File: src/rtl/fifo_rd_stream.sv
// Read-side FIFO consumer: pops the FIFO with in-flight accounting and re-presents words as a valid/ready stream.
// Optional macro STREAM_PARITY_EN adds m_parity, stored per buffer entry at capture.
module fifo_rd_stream #(
    parameter int DATA_WIDTH = 8,
    parameter int BUF_DEPTH  = 2,
    parameter int CNT_WIDTH  = 16
) (
    input  logic                  r_clk,
    input  logic                  r_rst_n,
    input  logic                  fifo_empty,
    input  logic [DATA_WIDTH-1:0] fifo_data,
    output logic                  fifo_r_en,
    output logic [DATA_WIDTH-1:0] m_data,
    output logic                  m_valid,
    input  logic                  m_ready,
    input  logic                  flush,
`ifdef STREAM_PARITY_EN
    output logic                  m_parity,
`endif
    output logic [CNT_WIDTH-1:0]  word_count
);

    localparam int PTR_W = (BUF_DEPTH > 2) ? 2 : 1;
    localparam logic [3:0] DEPTH_V = 4'(BUF_DEPTH);

    typedef enum logic [1:0] {IDLE, ACTIVE, FLUSH} state_t;

    state_t                state;
    logic [DATA_WIDTH-1:0] buf_data [BUF_DEPTH];
`ifdef STREAM_PARITY_EN
    logic                  buf_par  [BUF_DEPTH];
`endif
    logic [PTR_W-1:0]      head;
    logic [PTR_W-1:0]      tail;
    logic [2:0]            occupancy;
    logic [2:0]            occ_next;
    logic [3:0]            demand;
    logic                  inflight;
    logic                  pop;
    logic                  issue;
    logic                  capture;

    function automatic logic [PTR_W-1:0] next_ptr(input logic [PTR_W-1:0] p);
        return (p == PTR_W'(BUF_DEPTH - 1)) ? '0 : p + 1'b1;
    endfunction

    // Issue only if the word, once landed, is guaranteed a free buffer slot.
    always_comb begin
        pop     = m_valid && m_ready;
        demand  = {1'b0, occupancy} + {3'b000, inflight} - {3'b000, pop};
        issue   = r_rst_n && !fifo_empty && !flush && (state != FLUSH) && (demand < DEPTH_V);
        capture = inflight && !flush && (state != FLUSH);
        occ_next = occupancy;
        if (flush) begin
            occ_next = 3'd0;
        end else if (capture && !pop) begin
            occ_next = occupancy + 3'd1;
        end else if (!capture && pop) begin
            occ_next = occupancy - 3'd1;
        end
    end

    assign fifo_r_en = issue;
    assign m_valid   = (occupancy != 3'd0);
    assign m_data    = buf_data[head];
`ifdef STREAM_PARITY_EN
    assign m_parity  = buf_par[head];
`endif

    always_ff @(posedge r_clk or negedge r_rst_n) begin
        if (!r_rst_n) begin
            state      <= IDLE;
            head       <= '0;
            tail       <= '0;
            occupancy  <= 3'd0;
            inflight   <= 1'b0;
            word_count <= '0;
            for (int i = 0; i < BUF_DEPTH; i++) begin
                buf_data[i] <= '0;
`ifdef STREAM_PARITY_EN
                buf_par[i]  <= 1'b0;
`endif
            end
        end else begin
            inflight  <= issue;
            occupancy <= occ_next;
            // A handshake completing alongside flush still counts.
            if (pop) begin
                word_count <= word_count + CNT_WIDTH'(1);
            end
            if (flush) begin
                head <= '0;
                tail <= '0;
            end else begin
                if (capture) begin
                    buf_data[tail] <= fifo_data;
`ifdef STREAM_PARITY_EN
                    buf_par[tail]  <= ^fifo_data;
`endif
                    tail <= next_ptr(tail);
                end
                if (pop) begin
                    head <= next_ptr(head);
                end
            end
            if (flush) begin
                state <= FLUSH;
            end else begin
                case (state)
                    IDLE:    if (issue) state <= ACTIVE;
                    ACTIVE:  if (!issue && occ_next == 3'd0) state <= IDLE;
                    FLUSH:   if (!inflight) state <= IDLE;
                    default: state <= IDLE;
                endcase
            end
        end
    end

endmodule

File: config.mk
export PLATFORM = sky130hd
export DESIGN_NAME = fifo_rd_stream
export DESIGN_NICKNAME = d
export VERILOG_FILES = /design/src/rtl/fifo_rd_stream.sv
export SDC_FILE = /design/constraint.sdc
export NUM_CORES = 1
export LEC_CHECK = 0
export ABC_AREA = 1
export CAP_MARGIN = 40
export CORE_MARGIN = 3
export CORE_UTILIZATION = 47
export CTS_CLUSTER_SIZE = 28
export DETAILED_ROUTE_END_ITERATION = 10
export PLACE_DENSITY = 0.76
export SETUP_SLACK_MARGIN = 0.02
export SLEW_MARGIN = 20
export SYNTH_ARGS = -nofsm -noshare
export SYNTH_HDL_FRONTEND = slang
export SYNTH_SLANG_ARGS = --single-unit
File: constraint.sdc
create_clock -name r_clk -period 2.4 [get_ports r_clk]
set_clock_uncertainty 0.2 [all_clocks]
set_input_delay 0.48 -clock r_clk [delete_from_list [all_inputs] [get_ports r_clk]]
set_output_delay 0.48 -clock r_clk [all_outputs]
set_load 0.02 [all_outputs]
[Word level (Yosys, flattened, before mapping)]
Cells that the tools add are included.
Word-level totals
  output and inout port bits: 26
  flip-flop bits (word level): 40
Cells by class
  bitwise logic cells: 3
  reduce and logical (&&, ||, !) cells: 23
  magnitude comparators: 4
  $add $sub $neg: 7
  muxes and demuxes: 20
  eq/ne operators: 6
Operators with widths (count)
  2-to-1 mux 8 bit: 4
  adder 16 x 1 -> 16 bit (second input constant): 1
  bitwise mux 16 bit: 1
  logical AND 1 bit: 11
  2-to-1 mux 3 bit: 3
  inequality test 3 bit (second input constant): 3
  demux 8 bit (select 1 bit): 1
  2-to-1 mux 2 bit: 4
  2-to-1 mux 1 bit: 6
  one-hot mux 2 bit (3 select lines): 1
  zero test 1 bit: 5
  adder 3 x 1 -> 4 bit: 1
  greater-or-equal comparator 2 bit (second input constant): 2
  < comparator 4 x 2 -> 1 bit (second input constant): 1
  NOT 1 -> 2 bit: 2
  nonzero test 2 bit: 2
  subtractor 4 x 1 -> 4 bit: 1
  adder 3 x 1 -> 3 bit (second input constant): 1
  zero test 3 bit: 1
  AND reduction 3 bit: 1
  nonzero test 3 bit: 1
  subtractor 3 x 1 -> 3 bit (second input constant): 1
  adder 1 bit (second input constant): 2
  == test 2 x 1 -> 1 bit (second input constant): 1
  other kinds (6): 6

[Depth between registers and ports, before layout]
Gate-level depths: netlist of run 1.
  depth in word-level cells: 13
  mapped depth: 16

[Worst setup path before layout of run 1]
No wires, ideal clock.
  path kind: register -> output
  start point: register occupancy[1]
  end point: output fifo_r_en
  arrival time: 2.202 ns
  stages on the path, launching flop included: 12
  data required time: 1.720 ns
  path slack: -0.482 ns
  buffers on the path: 0
  path through: dfrtp_1 inv_1 ha_1 nand2_2 nand2_4 nand2_1 nand3_1 fa_1 nand3_1 a211oi_1 nand3_1 inv_1
On the way
  word-level cells in the longest chain between the ends: 5
  elaborated cells on any way between the ends: 6
  classes of those cells: add/sub (2); order compare (1); reduce/logical (3)
Ends and longest elaborated chain
  start, declared: RTL line 35  | logic [2:0] occupancy;
  start signal, assigned: RTL line 86  | occupancy <= occ_next;
  nonzero test 3 bit: RTL line 64  | assign m_valid = (occupancy != 3'd0);
  net m_valid: RTL line 14  | output logic m_valid,
  logical AND 1 bit: RTL line 49  | pop = m_valid && m_ready;
  subtractor 4 x 1 -> 4 bit: RTL line 50  | demand = {1'b0, occupancy} + {3'b000, inflight} - {3'b000, pop};
  < comparator 4 x 2 -> 1 bit: RTL line 51  | issue = r_rst_n && !fifo_empty && !flush && (state != FLUSH) && (demand < DEPTH_V);
  logical AND 1 bit: RTL line 51
  end, declared: RTL line 12  | output logic fifo_r_en,
The timed path passes the listed nets, and every way through them passes these cells.

[Worst setup path after layout of run 1]
  start point: register occupancy[0]
  end point: output fifo_r_en
On the way
  word-level cells in the longest chain between the ends: 5
  elaborated cells on any way between the ends: 6
  classes of those cells: add/sub (2); order compare (1); reduce/logical (3)
Ends and longest elaborated chain (RTL line)
  parallel branches: the longest is 2 deep, another holds adder 3 x 1 -> 4 bit
  subtractor 4 x 1 -> 4 bit *: 50
  < comparator 4 x 2 -> 1 bit *: 51
  logical AND 1 bit *: 51
Mark *: on every way between the ends.

==> results.json, run 1 <==
{
  "status": "complete, but fails checks",
  "violations": "setup timing",
  "rr_worst_depth": 14,
  "power.internal_mw": 1.813,
  "cts_hold_buf": 0,
  "portBuffers": 38,
  "clk_path_buf_depth": 2,
  "r2r_end": "state[0]$_DFFE_PN0P_",
  "setup_viol": 1,
  "cp_max_fo": 3,
  "synth_cell_type_count": 29,
  "cp_num_buf_inv": 3,
  "r2r_slack_ns": 0.07,
  "numCtsBuffers": 5,
  "io_pins": 39,
  "core_area_um2": 4144,
  "postSynthCellCount": 252,
  "first_global_vias": 1719,
  "drive_gt1_frac": 0.2136,
  "std_cell_rows": 23,
  "place_inst": 358,
  "critPathRequiredTime_ns": 1.72,
  "n_antenna_cell": 0,
  "ys_seq_area_frac": 0.4773,
  "multiInputGateArea_um2": 1032,
  "place_ws_ns": -1.176,
  "grt_max_degree": 41,
  "detail_route.wl_per_cell_um": 11.86,
  "drc": 0,
  "hold_viol": 0,
  "routed_wl_mm": 4.423,
  "dr.pass1.iters": 4,
  "critPathMaxStageDelay_ns": 0.50,
  "clock-sinks": 40,
  "power_mw": 2.965,
  "ys_ff_latch": 40,
  "cp-startpoint": "occupancy[0]$_DFF_PN0_",
  "min_period_over_period": 1.220,
  "initial_utilization": 0.5060,
  "ir_worst_vdd_v": 0.0005761,
  "crit_slowest_cell": "fa_1",
  "syn-num-nets": 272,
  "rsz0062_at_grt": "true",
  "setup_ws_ns": -0.5277,
  "clk_pin_slew_ns": 0.08,
  "stdcell_count": 373,
  "antenna_found_initial": 0,
  "critPathArrivalTime_ns": 2.25,
  "cellLeakagePower_nw": 1.511,
  "powerDensity_nw_per_um2": 1006,
  "gp_congestion": 0.7982,
  "dp_hpwl_mm": 3.167,
  "grt_overflow": 0,
  "p_clk_frac": 0.182,
  "dieArea_um2": 5299,
  "timing.fmax_ghz": 0.3416,
  "min_path_type": "primary input to async pin",
  "p_sw_mw": 1.152,
  "layout_commonest_cell": "nand2_1",
  "clockRootBuffer": "clkbuf_8",
  "crit_chain": "inv_2 -> ha_4 -> nand2_8 -> nand2_8 -> nand2_4 -> nand3_2 -> fa_1 -> nand3_2 -> a211oi_2 -> nand3_1 -> inv_2 -> buf_6",
  "drtIter0Drc": 70,
  "fin_util": 0.7111,
  "layout_common_cells": "nand2_1 (77), dfrtp_1 (40), clkdlybuf4s50_1 (34)",
  "synth.cell_area_um2": 2097,
  "slew_headroom": 0.6675,
  "slew_violations": 0,
  "cts_tree": "done",
  "area.growth.synth_to_final_pct": 40.51,
  "setup_tns_ns": -0.5277,
  "placed_area_um2": 2733,
  "comb_power_share": 0.516,
  "pwr-share-seq": 0.302,
  "switching_share": 0.3886,
  "worstSetupPathType": "flip-flop to output pin",
  "fin_area_um2": 2947,
  "nNetsFinal": 342,
  "reg2reg_from": "occupancy[0]$_DFF_PN0_",
  "ant_nets": 0,
  "fillCellCount": 345,
  "cap_violations": 0,
  "critical_path.startpoint_type": "flip-flop",
  "grt_pass1_wl_mm": 7.555,
  "vias_per_cell": 4.842,
  "hold-worst-slack_ns": 0.08041,
  "path_delay_family": "adder cells",
  "h-tree-depth": 2,
  "track_usage": 0.1862,
  "yosysWarnings": 0,
  "regArea_um2": 1001,
  "vias": 1806,
  "die_h_um": 72.80,
  "worst_pin_slew_ns": 0.4987,
  "timing.final.crit_period_ns": 2.928,
  "syn_avg_cell_area_um2": 8.321,
  "die_w_um": 72.80,
  "endpoint_kind": "output pin",
  "worstSkewPairLatency_ns": 0.29
}
==> worst max-delay path by stage <==
| stage | cells after the start | endpoint |
|---|---|---|
| after floorplan | 11 | fifo_r_en |
| after global placement | 10 | fifo_r_en |
| after detailed placement | 10 | fifo_r_en |
| after CTS | 12 | fifo_r_en |
| after global routing | 12 | fifo_r_en |
| final | 12 | fifo_r_en |
==> metal layers <==
layer  wire [µm]  GRT usage  up-vias  part of all wire
met1        1998     0.2282      837              0.45
met5           0          0        -                 0
met2        2209     0.3126       33              0.50
met3         139    0.03581        9             0.031
li1            -          -      927                 -
met4          76    0.09221        0             0.017
==> repair_timing <==
action / CTS / global route
buffers inserted: 5 / 4
gates resized for setup: 14 / 6
pin swaps: 3 / 1
endpoints found under the setup margin: 2 / 8
==> cells by family after synthesis <==
kind of cell               after synthesis  synth area share
and+or+nand+nor                        126            0.2757
DFF                                     40            0.4773
buffers and inverters                   39           0.07100
AOI/OAI and AO/OA                       25           0.06803
xor gates and xnor gates                15           0.06265
adders and majority gates                7           0.04535
==> power by group through the flow <==
| stage | logic, mW | registers (mW) | clock network (mW) |
|---|---|---|---|
| 2_1_floorplan | 0.793 | 0.951 | 0 |
| 3_3_place_gp | 1.35 | 0.900 | 0 |
| 3_5_place_dp | 1.38 | 0.902 | 0 |
| 4_1_cts | 1.48 | 0.892 | 0.551 |
| 5_1_grt | 1.68 | 0.914 | 0.580 |
| 6_report | 1.53 | 0.896 | 0.539 |
==> registers in the layout, indices dropped and copies added, names as in the netlist <==
name and cells:
inflight 1, buf_data 16, tail 1, occupancy 3
state 2, word_count 16, head 1
==> synthesized netlist by cell type, drive strengths merged <==
cell type	number	area, µm²
o21ai	20	100.1
xnor2	8	70.07
buf	2	10.01
dfrtp	40	1001
nor2	12	62.56
nand2	86	350.3
nand4	3	25.02
xor2	7	61.31
ha	6	75.07
a21oi	4	35.04
fa	1	20.02
clkinv	1	3.750
clkbuf	2	7.510
nand3	18	90.09
nor3	5	36.29
nand3b	1	7.510
inv	34	127.6
a211oi	1	7.510
or2	1	6.260
==> worst register-to-register path: stages, from the launching register on <==
cell and delay (ns):
dfrtp_1 0.37, inv_2 0.06, ha_4 0.18, nand2_8 0.08, nand2_8 0.06, nand2_4 0.06, nand3_2 0.06, fa_1 0.50
nand3_2 0.09, a211oi_2 0.16, nand3_1 0.14, inv_2 0.09, buf_4 0.11, nand3_2 0.05, nand2_1 0.07
==> area by class of cell <==
class	instances	share of cell area
Clock buffer	6	0.02463
Clock inverter	2	0.01189
Inverter	35	0.04586
Multi-Input combinational cell	173	0.3503
Sequential cell	40	0.3397
Tap cell	50	0.02123
Timing Repair Buffer	67	0.2064
No activity file was read; power rests on OpenSTA's default activity.
==> inputs of run 2 (changes only) <==
GPL_TIMING_DRIVEN = 0   (was default)
==> run 2 against run 1 <==
Against the previous run: the run still ends with setup timing left; flip-flop and latch count is the same; sequential share of layout area grew 0.23 points; utilization down 0.21 points; largest cell class unchanged; via count is 1.7% lower; critical path depth did not move; worst hold slack improved by 0.21 ns; non-clock buffer count down 6; maximum frequency rose by 0.91%; critical path type unchanged; clock power is essentially flat; clock-buffer cell count stayed put; largest power group unchanged; global-route usage up 0.12 points; combinational power fell by 7%.
==> results.json, run 2 (same netlist as run 1, synthesis figures left out) <==
{
  "gp_congestion": 0.7906,
  "clock-sinks": 40,
  "grt_overflow": 0,
  "critical_path.startpoint_type": "flip-flop",
  "dr.pass1.iters": 4,
  "place_inst": 341,
  "numCtsBuffers": 5,
  "h-tree-depth": 2,
  "antenna_found_initial": 0,
  "grt_pass1_wl_mm": 7.617,
  "slew_headroom": 0.7213,
  "cp_max_fo": 3,
  "drive_gt1_frac": 0.2019,
  "timing.fmax_ghz": 0.3447,
  "multiInputGateArea_um2": 1032,
  "rr_worst_depth": 19,
  "worstSkewPairLatency_ns": 0.29,
  "core_area_um2": 4144,
  "endpoint_kind": "output pin",
  "io_pins": 39,
  "regArea_um2": 1005,
  "violations": "setup timing",
  "min_period_over_period": 1.209,
  "place_ws_ns": -1.231,
  "endpoint": "fifo_r_en",
  "cellLeakagePower_nw": 1.596,
  "portBuffers": 38,
  "critPathMaxStageDelay_ns": 0.48,
  "layout_commonest_cell": "nand2_1",
  "detail_route.wl_per_cell_um": 12.44,
  "drc": 0,
  "slew_violations": 0,
  "n_antenna_cell": 0,
  "timing.final.crit_period_ns": 2.901,
  "hold-worst-slack_ns": 0.2891,
  "first_global_vias": 1681,
  "clk_pin_slew_ns": 0.08,
  "powerDensity_nw_per_um2": 983.7,
  "crit_slowest_cell": "fa_1",
  "crit_chain": "inv_4 -> ha_4 -> nand2_8 -> nand2_8 -> nand2_4 -> nand3_2 -> fa_1 -> nand3_1 -> a211oi_2 -> nand3_2 -> inv_2 -> buf_6",
  "cp-startpoint": "occupancy[1]$_DFF_PN0_",
  "fin_util": 0.7089,
  "worstSetupPathType": "flip-flop to output pin",
  "ir_worst_vdd_v": 0.0004899,
  "setup_ws_ns": -0.5013,
  "r2r_slack_ns": -0.43,
  "largestRegisters": "buf_data x16, word_count x16, occupancy x3",
  "min_path_type": "flip-flop to flip-flop",
  "die_w_um": 72.80,
  "track_usage": 0.1874,
  "power_mw": 2.890,
  "rsz0062_at_grt": "true",
  "area.growth.synth_to_final_pct": 40.10,
  "nNetsFinal": 336,
  "initial_utilization": 0.5060,
  "clockRootBuffer": "clkbuf_8",
  "setup_tns_ns": -0.9277,
  "fin_area_um2": 2938,
  "status": "complete, but fails checks",
  "vias": 1775,
  "critPathRequiredTime_ns": 1.72,
  "hold_viol": 0,
  "ant_nets": 0,
  "placed_area_um2": 2592,
  "cts_tree": "done",
  "std_cell_rows": 23,
  "dieArea_um2": 5299,
  "worst_pin_slew_ns": 0.4167,
  "setup_viol": 2,
  "reg2reg_from": "occupancy[1]$_DFF_PN0_",
  "critPathArrivalTime_ns": 2.22,
  "drtIter0Drc": 60,
  "layout_common_cells": "nand2_1 (75), dfrtp_1 (37), inv_1 (27), clkdlybuf4s50_1 (27), nand3_1 (15)",
  "cap_violations": 0,
  "clk_path_buf_depth": 2,
  "fillCellCount": 339,
  "routed_wl_mm": 4.566,
  "dp_hpwl_mm": 3.063,
  "r2r_end": "state[0]$_DFFE_PN0P_",
  "grt_max_degree": 33,
  "vias_per_cell": 4.837,
  "stdcell_count": 367,
  "die_h_um": 72.80
}
## run 2: changes by cell type in the layout (fill, tap and decap cells not counted), moves of 2 or more
cell,delta
dfrtp_1,-3
buf_2,+2
clkdlybuf4s50_1,-7
nand2_2,+2
buf_4,-16
nand2_1,-2
buf_6,+5
dlymetal6s2s_1,+7
dfrtp_2,+3
dlygate4sd3_1,+2
## run 2: final cells by class
cell class | count | area share
plain buffers | 3 | 0.004685
clock buffers | 6 | 0.02470
clock inverters | 2 | 0.01193
inverters | 35 | 0.04600
multi-input cells | 173 | 0.3514
flip-flops and latches | 40 | 0.3420
well taps | 50 | 0.02129
repair buffers | 58 | 0.1980
## run 2: metal layers
layer | GRT usage | share of wire | up-vias
met1 | 0.2371 | 0.44 | 828
met5 | 0 | 0 | -
met2 | 0.3176 | 0.51 | 30
li1 | - | - | 911
met4 | 0.05533 | 0.016 | 0
met3 | 0.04545 | 0.035 | 6
## run 2: worst max-delay path, delay by kind of cell, from the launching register on
family | cells | cell delay (ns)
simple gates | 6 | 0.48
flops | 1 | 0.39
buf+inv | 3 | 0.23
fa+ha+maj | 2 | 0.65
compound gates | 1 | 0.18
## run 2: worst min-delay path by stage
stage,start,cells after the start,end
after floorplan,r_rst_n,0,buf_data[0]$_DFFE_PN0P_
after global placement,buf_data[2]$_DFFE_PN0P_,2,buf_data[2]$_DFFE_PN0P_
after detailed placement,r_rst_n,1,word_count[5]$_DFFE_PN0P_
after CTS,buf_data[2]$_DFFE_PN0P_,2,buf_data[2]$_DFFE_PN0P_
after global routing,buf_data[8]$_DFFE_PN0P_,2,buf_data[8]$_DFFE_PN0P_
final,buf_data[1]$_DFFE_PN0P_,2,buf_data[1]$_DFFE_PN0P_
## run 2: repair_timing
item,4_1_cts,5_1_grt
buffers inserted,13,7
hold endpoints to repair,8,0
pin swaps,6,4
endpoints found under the setup margin,11,11
gates cloned,0,0
gates resized for setup,23,14
hold buffers,2,0
## run 2: power breakdown
part | switching (mW) | internal [mW] | total, mW
clock network | 0.228 | 0.309 | 0.537
registers | 0.129 | 0.797 | 0.926
logic | 0.780 | 0.648 | 1.43
total | 1.14 | 1.75 | 2.89
==> inputs of run 3 (changes only) <==
ABC_AREA = default   (was 1)
CORE_UTILIZATION = 46   (was 47)
PLACE_DENSITY = 0.75   (was 0.76)
SLEW_MARGIN = default   (was 20)
==> run 3 against run 2 <==
Against the previous run: the flow still finishes with violations (setup timing); synthesized cell count down 29%; register-to-register slack better by 0.18 ns; critical path depth down 1; sequential share of layout area up 2.3 points; worst hold slack worse by 0.25 ns; global-route usage down 1.2 points; power down 0.32%; clock power up 11%; routed wire length down 10%; utilization down 4.4 points; area after synthesis down 2.4%; largest cell class unchanged; largest power group unchanged.
==> results.json, run 3 <==
{
  "status": "complete, but fails checks",
  "violations": "setup timing",
  "min_period_over_period": 1.321,
  "critPathArrivalTime_ns": 2.49,
  "endpoint_kind": "output pin",
  "powerDensity_nw_per_um2": 1045,
  "timing.fmax_ghz": 0.3155,
  "dp_hpwl_mm": 2.838,
  "power.internal_mw": 1.862,
  "ir_worst_vdd_v": 0.0005508,
  "timing.final.crit_period_ns": 3.170,
  "cts_tree": "done",
  "std_cell_rows": 23,
  "syn_avg_cell_area_um2": 11.49,
  "die_h_um": 72.69,
  "clk_path_buf_depth": 2,
  "dieArea_um2": 5283,
  "critical_path.startpoint_type": "flip-flop",
  "r2r_slack_ns": -0.25,
  "numCtsBuffers": 5,
  "setup_viol": 2,
  "comb_power_share": 0.472,
  "slew_headroom": 0.6257,
  "synth_edf_count": 0,
  "p_sw_mw": 1.019,
  "antenna_found_initial": 0,
  "first_global_vias": 1450,
  "worstSetupPathType": "flip-flop to output pin",
  "vias": 1484,
  "rsz0062_at_grt": "true",
  "synth.cell_area_um2": 2046,
  "hold_viol": 0,
  "layout_commonest_cell": "dfrtp_1",
  "ant_nets": 0,
  "r2r_end": "state[0]$_DFFE_PN0P_",
  "yosys_most_used_dff": "dfrtp_1",
  "synth_cell_type_count": 42,
  "power_mw": 2.881,
  "pwr-share-seq": 0.322,
  "drc": 0,
  "fillCellCount": 327,
  "grt_overflow": 0,
  "h-tree-depth": 2,
  "switching_share": 0.3536,
  "p_clk_frac": 0.207,
  "io_pins": 39,
  "postSynthCellCount": 178,
  "gp_congestion": 0.7959,
  "reg2reg_from": "occupancy[0]$_DFF_PN0_",
  "yosysWarnings": 0,
  "n_antenna_cell": 0,
  "dr.pass1.iters": 4,
  "clockRootBuffer": "clkbuf_8",
  "vias_per_cell": 5.244,
  "cap_violations": 0,
  "critPathRequiredTime_ns": 1.72,
  "ys_ff_latch": 40,
  "cellLeakagePower_nw": 1.267,
  "layout_common_cells": "dfrtp_1 (37), clkdlybuf4s50_1 (29), mux2_2 (25)",
  "largestRegisters": "buf_data x16, word_count x16, occupancy x3",
  "nNetsFinal": 252,
  "core_area_um2": 4144,
  "worstSkewPairLatency_ns": 0.29,
  "track_usage": 0.1758,
  "area.growth.synth_to_final_pct": 34.74,
  "yosysTopAreaCellShare": 0.4893,
  "yosysMostFrequentCell": "dfrtp_1",
  "routed_wl_mm": 4.102,
  "clock-sinks": 40,
  "ys_seq_area_frac": 0.4893,
  "detail_route.wl_per_cell_um": 14.49,
  "initial_utilization": 0.4937,
  "drive_gt1_frac": 0.2961,
  "syn-num-nets": 198,
  "yosysTopAreaCell": "dfrtp_1",
  "grt_pass1_wl_mm": 7.196,
  "synthTopCellsByCount": "dfrtp_1 (40), mux2_2 (25), nor2_1 (17), nand2_1 (12), xnor2_1 (12)",
  "synth.area.top_cells": "dfrtp_1 (49%), mux2_2 (14%), xnor2_1 (5.1%)",
  "portBuffers": 36,
  "clk_pin_slew_ns": 0.08,
  "cp_max_fo": 4,
  "drtIter0Drc": 63,
  "grt_max_degree": 29,
  "worst_pin_slew_ns": 0.5542,
  "slew_violations": 0,
  "rr_worst_depth": 11,
  "place_ws_ns": -1.120,
  "min_path_type": "primary input to async pin",
  "synthArstFlopShare": 1.000,
  "die_w_um": 72.69,
  "setup_ws_ns": -0.7696
}
## run 3: changes by cell type in the layout (fill, tap and decap cells not counted), sizes merged, moves of 3 or more
cell          previous run  this run
a21o                     0         3
and3                     0         3
buf                     22        17
dlymetal6s2s             8         1
inv                     34         8
mux2                     0        25
nand2                   86        13
nand2b                   0         3
nand3                   18         7
nor2                    12        17
o21ai                   20         1
xnor2                    8        12
## run 3: layout make-up
type	count	area (µm²)	area share
sequential	40	1005	0.3645
tap	50	62.56	0.02270
clock buffer	7	96.34	0.03495
clock inverter	1	30.03	0.01089
inverter	8	37.54	0.01362
multi-input combinational	125	1023	0.3713
buffer	4	31.28	0.01135
timing repair buffer	48	470.5	0.1707
## run 3: worst max-delay path, stage by stage, from the launching register on
cell,delay (ns)
dfrtp_2,0.43
inv_4,0.08
ha_4,0.13
nor2b_4,0.21
o21ai_2,0.09
a21o_1,0.19
fa_1,0.48
nand2_1,0.05
nor4_1,0.15
nand2_1,0.15
nor2_4,0.12
buf_6,0.12
## run 3: power by group through the flow
stage | logic (mW) | registers, mW | clock network, mW
floorplan | 0.816 | 0.946 | 0
global placement | 1.22 | 0.925 | 0
detailed placement | 1.24 | 0.928 | 0
CTS | 1.31 | 0.923 | 0.617
global route | 1.49 | 0.952 | 0.649
finish | 1.36 | 0.927 | 0.596
## run 3: stage by stage
| step | cells | utilization | area, µm² | hold WS (ns) | TNS, ns |
|---|---|---|---|---|---|
| 3_3_place_gp | 264 | 0.6024 | 2496 | 0.2619 | -17.40 |
| 2_1_floorplan | 178 | - | 2073 | -0.01559 | -0.5210 |
| 6_report | 283 | 0.6652 | 2756 | 0.04362 | -1.018 |
| 5_1_grt | 283 | 0.6652 | 2756 | 0.04607 | -1.303 |
| 3_5_place_dp | 265 | 0.6060 | 2511 | 0.1880 | -1.480 |
| 4_1_cts | 281 | 0.6588 | 2730 | 0.04519 | -0.9287 |
## run 3: metal layers
layer	GRT usage	vias up	share of wire	wire length, µm
met5	0	-	0	0
met4	0.04098	0	0.0088	36
met3	0.04545	4	0.058	236
met2	0.2505	42	0.46	1867
met1	0.2673	714	0.48	1962
li1	-	724	-	-
## run 3: worst max-delay path by stage
stage / from / end / slack (ns) / cells after the start
final: occupancy[0]$_DFF_PN0_ / fifo_r_en / -0.77 / 11
after global routing: occupancy[0]$_DFF_PN0_ / fifo_r_en / -0.89 / 11
after CTS: occupancy[0]$_DFF_PN0_ / fifo_r_en / -0.76 / 11
after detailed placement: occupancy[1]$_DFF_PN0_ / fifo_r_en / -1.12 / 11
after global placement: r_rst_n / fifo_r_en / -1.73 / 6
after floorplan: occupancy[1]$_DFF_PN0_ / fifo_r_en / -0.41 / 11
## run 3: cells by family after synthesis
kind of cell / Yosys count / share of synthesized area
AND/OR/NAND/NOR: 54 / 0.1364
flip-flops: 40 / 0.4893
multiplexers: 25 / 0.1376
AO/OA/AOI/OAI: 20 / 0.07584
XOR/XNOR: 19 / 0.08135
buffers and inverters: 13 / 0.03303
adder cells (fa/ha/maj): 7 / 0.04648
## run 3: what timing repair did
item	CTS	global route
setup endpoints to repair	12	5
pin swaps	1	2
hold endpoints to repair	12	0
hold buffers	2	0
setup buffers	7	3
resized for setup	18	3
